<file path="config.mk">
export PLATFORM = sky130hd
export DESIGN_NAME = lif_neuron_array
export DESIGN_NICKNAME = d
export VERILOG_FILES = /design/src/rtl/lif_neuron_array.sv
export SDC_FILE = /design/constraint.sdc
export NUM_CORES = 1
export LEC_CHECK = 0
export CAP_MARGIN = 20
export CORE_MARGIN = 4
export CORE_UTILIZATION = 67
export DETAILED_ROUTE_END_ITERATION = 8
export GPL_TIMING_DRIVEN = 0
export HOLD_SLACK_MARGIN = 0.05
export PLACE_DENSITY = 0.88
export SYNTH_ARGS = -nofsm -noshare
export SYNTH_HDL_FRONTEND = slang
export SYNTH_SLANG_ARGS = --single-unit
</file>
<file path="constraint.sdc">
create_clock -name clk -period 15.8 [get_ports clk]
set_input_delay 3.16 -clock clk [delete_from_list [all_inputs] [get_ports clk]]
set_output_delay 3.16 -clock clk [all_outputs]
set_load 0.05 [all_outputs]
</file>
<file path="src/rtl/lif_neuron_array.sv">
// rtl/lif_neuron_array.sv - bank of leaky integrate-and-fire neurons sharing one time-step generator
module lif_neuron_array #(
    parameter int N_CH       = 4,
    parameter int W          = 8,
    parameter int DIV_W      = 26,
    parameter int DIV_MAX    = 49_999_999,
    parameter int REFRACT    = 2,
    parameter int LEAK_SHIFT = 1,
    parameter int LEAK_SUB   = 1
) (
    input  logic              clk,
    input  logic              rst_n,
    input  logic [N_CH*W-1:0] cur_in,
    input  logic [W-1:0]      thr,
    input  logic [1:0]        leak_mode,
    input  logic              soft_reset,
    input  logic              ext_tick_en,
    input  logic              step_in,
    output logic [N_CH-1:0]   spike,
    output logic              tick,
    output logic              heartbeat
);

    localparam int RW = (REFRACT < 1) ? 1 : $clog2(REFRACT + 1);

    logic [DIV_W-1:0] div;
    logic             step;

    // The divider sits at 0 in external mode, so resuming internal mode
    // starts a fresh period and cannot produce a step on the switch cycle.
    assign step = ext_tick_en ? step_in : (div == DIV_W'(DIV_MAX));

    always_ff @(posedge clk or negedge rst_n) begin
        if (!rst_n) begin
            div       <= '0;
            tick      <= 1'b0;
            heartbeat <= 1'b0;
        end else begin
            if (ext_tick_en || step) begin
                div <= '0;
            end else begin
                div <= div + DIV_W'(1);
            end
            tick <= step;
            if (step) begin
                heartbeat <= ~heartbeat;
            end
        end
    end

    for (genvar k = 0; k < N_CH; k++) begin : g_ch
        logic [W-1:0]  u;
        logic [RW-1:0] refr;
        logic          fired;
        logic [W-1:0]  cur;
        logic [W-1:0]  leaked;
        logic [W:0]    sum;
        logic [W-1:0]  sat;

        assign cur = cur_in[k*W +: W];

        always_comb begin
            leaked = u;
            case (leak_mode)
                2'd0:    leaked = u - (u >> LEAK_SHIFT);
                2'd1:    leaked = (u > W'(LEAK_SUB)) ? u - W'(LEAK_SUB) : '0;
                default: leaked = u;
            endcase
        end

        // One extra bit catches the carry so the sum clamps instead of wrapping.
        assign sum = {1'b0, leaked} + {1'b0, cur};
        assign sat = sum[W] ? '1 : sum[W-1:0];

        always_ff @(posedge clk or negedge rst_n) begin
            if (!rst_n) begin
                u     <= '0;
                refr  <= '0;
                fired <= 1'b0;
            end else if (step) begin
                if (refr != '0) begin
                    refr  <= refr - RW'(1);
                    fired <= 1'b0;
                end else if (sat >= thr) begin
                    fired <= 1'b1;
                    refr  <= RW'(REFRACT);
                    u     <= soft_reset ? sat - thr : '0;
                end else begin
                    fired <= 1'b0;
                    u     <= sat;
                end
            end
        end

        assign spike[k] = fired;
    end

endmodule

</file>
==> impl_metrics.csv <==
group,metric,value,unit
timing,fmax,108,MHz
clock_tree,clock_latency,0.34,ns
die,std_cell_rows,42,
global_route,grt_use_met3,4.58,%
setup_path,critical_path.slowest_cell,"clkbuf_1",
final_layout,n_antenna_cell,0,
die,die_w,126,um
timing,setup_viol,0,
global_route,gr-usage-met2,53.3,%
timing,fin_setup_tns,0,ns
detailed_routing,via_count,8924,
global_route,gr-usage-all-layers,31.5,%
detailed_routing,drtIter0Drc,819,
placement,placement.io_buffers,51,
global_route,busiest_layer,"met2",
synthesis,async_flop_share,100,%
setup_path,path_cells,"clkbuf_1 -> clkbuf_1 -> clkbuf_1 -> clkbuf_1 -> o22ai_1 -> ha_1 -> and2_1 -> a221o_1 -> o211a_1 -> nor3_1 -> ha_1 -> inv_1 -> fa_1 -> nand3_1 -> a21oi_1 -> o211ai_1 -> and2_1 -> clkbuf_1 -> a21o_1 -> mux2_2",
run,drv_cap,0,
global_route,overflow,0,
worst_hold_path,hold_class,"register to register",
die,die_y,126,um
synthesis,syn-cell-area,9380,um2
synthesis,synthFlopType,"dfrtp_1",
global_route,antenna_found_initial,0,
run_status,status,"finished, final reports clean",
setup_path,cp-start-kind,"input pin",
detailed_routing,first_pass_iters,6,
detailed_routing,postRouteAntennaNets,0,
timing,post-route-period-util,58.6,%
synthesis,syn_nets,1347,
timing,rsz0062_at_grt,"no",
final_layout,mostFrequentLayoutCell,"ha_1",
clock_tree,cts_tree,"built",
timing,max_slew_margin,37.9,%
final_layout,fillers,946,
global_route,grt_pass1_wl,41600,um
setup_path,worstSetupEndpointType,"register",
placement,dp_hpwl,19600,um
timing,min_period,9.26,ns
detailed_routing,detail_route.wl_per_cell,18.5,um
placement,gp_congestion,0.993,
clock_tree,numCtsBuffers,9,
final_layout,multi_input_area,7020,um2
clock_tree,cts_post_setup_buffers_inserted,0,
final_layout,register_area,1800,um2
die,core_region_area,13500,um2
die,ios,53,
clock_tree,h-tree-depth,3,
synthesis,synthDistinctLibCells,80,
global_route,grt.met1_usage,40.3,%
setup_path,cp.required,16.02,ns
synthesis,synth_seq_cells,72,
final_layout,layout.nets,1410,
detailed_routing,wirelength,25600,um
final_layout,drive_gt1_share,4.97,%
setup_path,critPathArrivalTime,9.47,ns
clock_tree,hold_buffers,0,
clock_tree,cts_max_path_buffers,2,
setup_path,crit_type,"input pin to register",
setup_path,cpMostUsedCell,"clkbuf_1",
detailed_routing,drc,0,
global_route,grt_max_degree,52,
setup_path,cp_max_fo,10,
clock_tree,cts.sinks,72,
timing,slew_viol_final,0,
timing,skew,0.00582,ns
synthesis,yosysSeqAreaShare,19.2,%
synthesis,synth_edf_count,0,
die,start_util,69.7,%
detailed_routing,vias_per_cell,6.45,
timing,hold_viol_final,0,
synthesis,avgSynthCellArea,8.24,um2
final_layout,layout_common_cells,"149 x ha_1, 102 x nor2_1, 100 x inv_1, 74 x o21ai_0, 72 x dfrtp_1",
final_layout,syn_to_final_growth,11.4,%
clock_tree,clockRootBuffer,"clkbuf_16",
clock_tree,ctsResizeCount,0,
clock_tree,cts.clk_slew.worst_paths,0.06,ns
synthesis,yosysWarnings,0,
timing,worst_slew_pin_slew,0.928,ns
die,fp.dieArea,16000,um2
global_route,grt_pass1_vias,8754,
synthesis,synthCells,1139,
setup_path,slowest_delay,0.69,ns
cell families (layout without fill, tap and decap cells):
logic type,count (synthesis),in the layout,synth area share [%]
adder cells (fa/ha/maj),161,161,22.4
AO/OA/AOI/OAI,356,356,25.7
flip-flops,72,72,19.2
buffers and inverters,132,200,5.99
AND/OR/NAND/NOR,321,321,17.2
multiplexers,28,28,3.09
XOR/XNOR,69,69,6.44
sequential cells by signal, summed over array words and instances (netlist names):
register	cells
g_ch.u	32
div	26
g_ch.refr	8
g_ch.fired	4
heartbeat	1
tick	1
through the flow:
stage | worst slack, ns | area [um2] | utilization, % | hold WS [ns] | std cells
finish | 6.54 | 10500 | 77.7 | 0.496 | 1383
global route | 6.36 | 10500 | 77.7 | 0.520 | 1383
CTS | 6.71 | 10500 | 77.7 | 0.497 | 1383
detailed placement | 6.39 | 10100 | 75.4 | 0.486 | 1367
global placement | 6.52 | 10100 | 75.2 | 0.463 | 1366
floorplan | 8.17 | 9380 | - | 0.451 | 1139
metal layers:
metal | routed length (um) | vias to the layer above | share of wire, %
met3 | 1960 | 90 | 7.7
met1 | 10600 | 4148 | 42
met4 | 1070 | 0 | 4.2
met2 | 11900 | 407 | 47
met5 | 0 | - | 0
li1 | - | 4279 | -
critical path: cells and delay by family:
kind                     cells  cell delay, ns
AO/OA/AOI/OAI                6            1.38
adder cells (fa/ha/maj)      3            1.03
buffers and inverters        6            2.72
multiplexers                 1            0.35
AND/OR/NAND/NOR              4            0.81
cells in the mapped netlist, drive strengths merged, types with 11 or more instances:
| cell | instances | area [um2] |
|---|---|---|
| xnor2 | 40 | 350 |
| o22ai | 11 | 68.8 |
| nor2b | 19 | 119 |
| o21bai | 17 | 128 |
| buf | 13 | 110 |
| dfrtp | 72 | 1800 |
| xor2 | 29 | 254 |
| or3 | 11 | 68.8 |
| fa | 12 | 240 |
| nor2 | 105 | 402 |
| a21o | 24 | 180 |
| mux2i | 20 | 200 |
| inv | 101 | 379 |
| a211oi | 13 | 103 |
| nand3 | 41 | 210 |
| o21ai | 77 | 385 |
| nand2 | 49 | 186 |
| a21oi | 68 | 348 |
| nor3 | 17 | 85.1 |
| o21a | 18 | 135 |
| ha | 149 | 1860 |
| a22oi | 15 | 113 |
| nand2b | 23 | 144 |
| clkbuf | 17 | 63.8 |
| a31oi | 26 | 163 |
worst paths after layout:
check	startpoint	end	slack, ns	cells past startpoint
max reg2reg	g_ch[3].u[2]	g_ch[3].refr[0]	9.56	23
max in group asynchronous	rst_n	div[25]	12.55	2
min reg2reg	heartbeat	heartbeat	0.50	1
max	leak_mode[1]	g_ch[3].refr[0]	6.54	20
min	heartbeat	heartbeat	0.50	1
min in group asynchronous	rst_n	g_ch[0].fired	2.72	1
area by class of cell:
type / instances / share of cell area, %
Clock buffer: 11 / 2.42
Sequential cell: 72 / 17.2
Tap cell: 176 / 2.11
Inverter: 102 / 3.71
Buffer: 30 / 1.66
Clock inverter: 5 / 0.610
Timing Repair Buffer: 52 / 5.12
Multi-Input combinational cell: 935 / 67.1
Power is left out: the tool's default activity adds up to more than one toggle a clock period on the data nets, which glitch-free logic cannot reach.
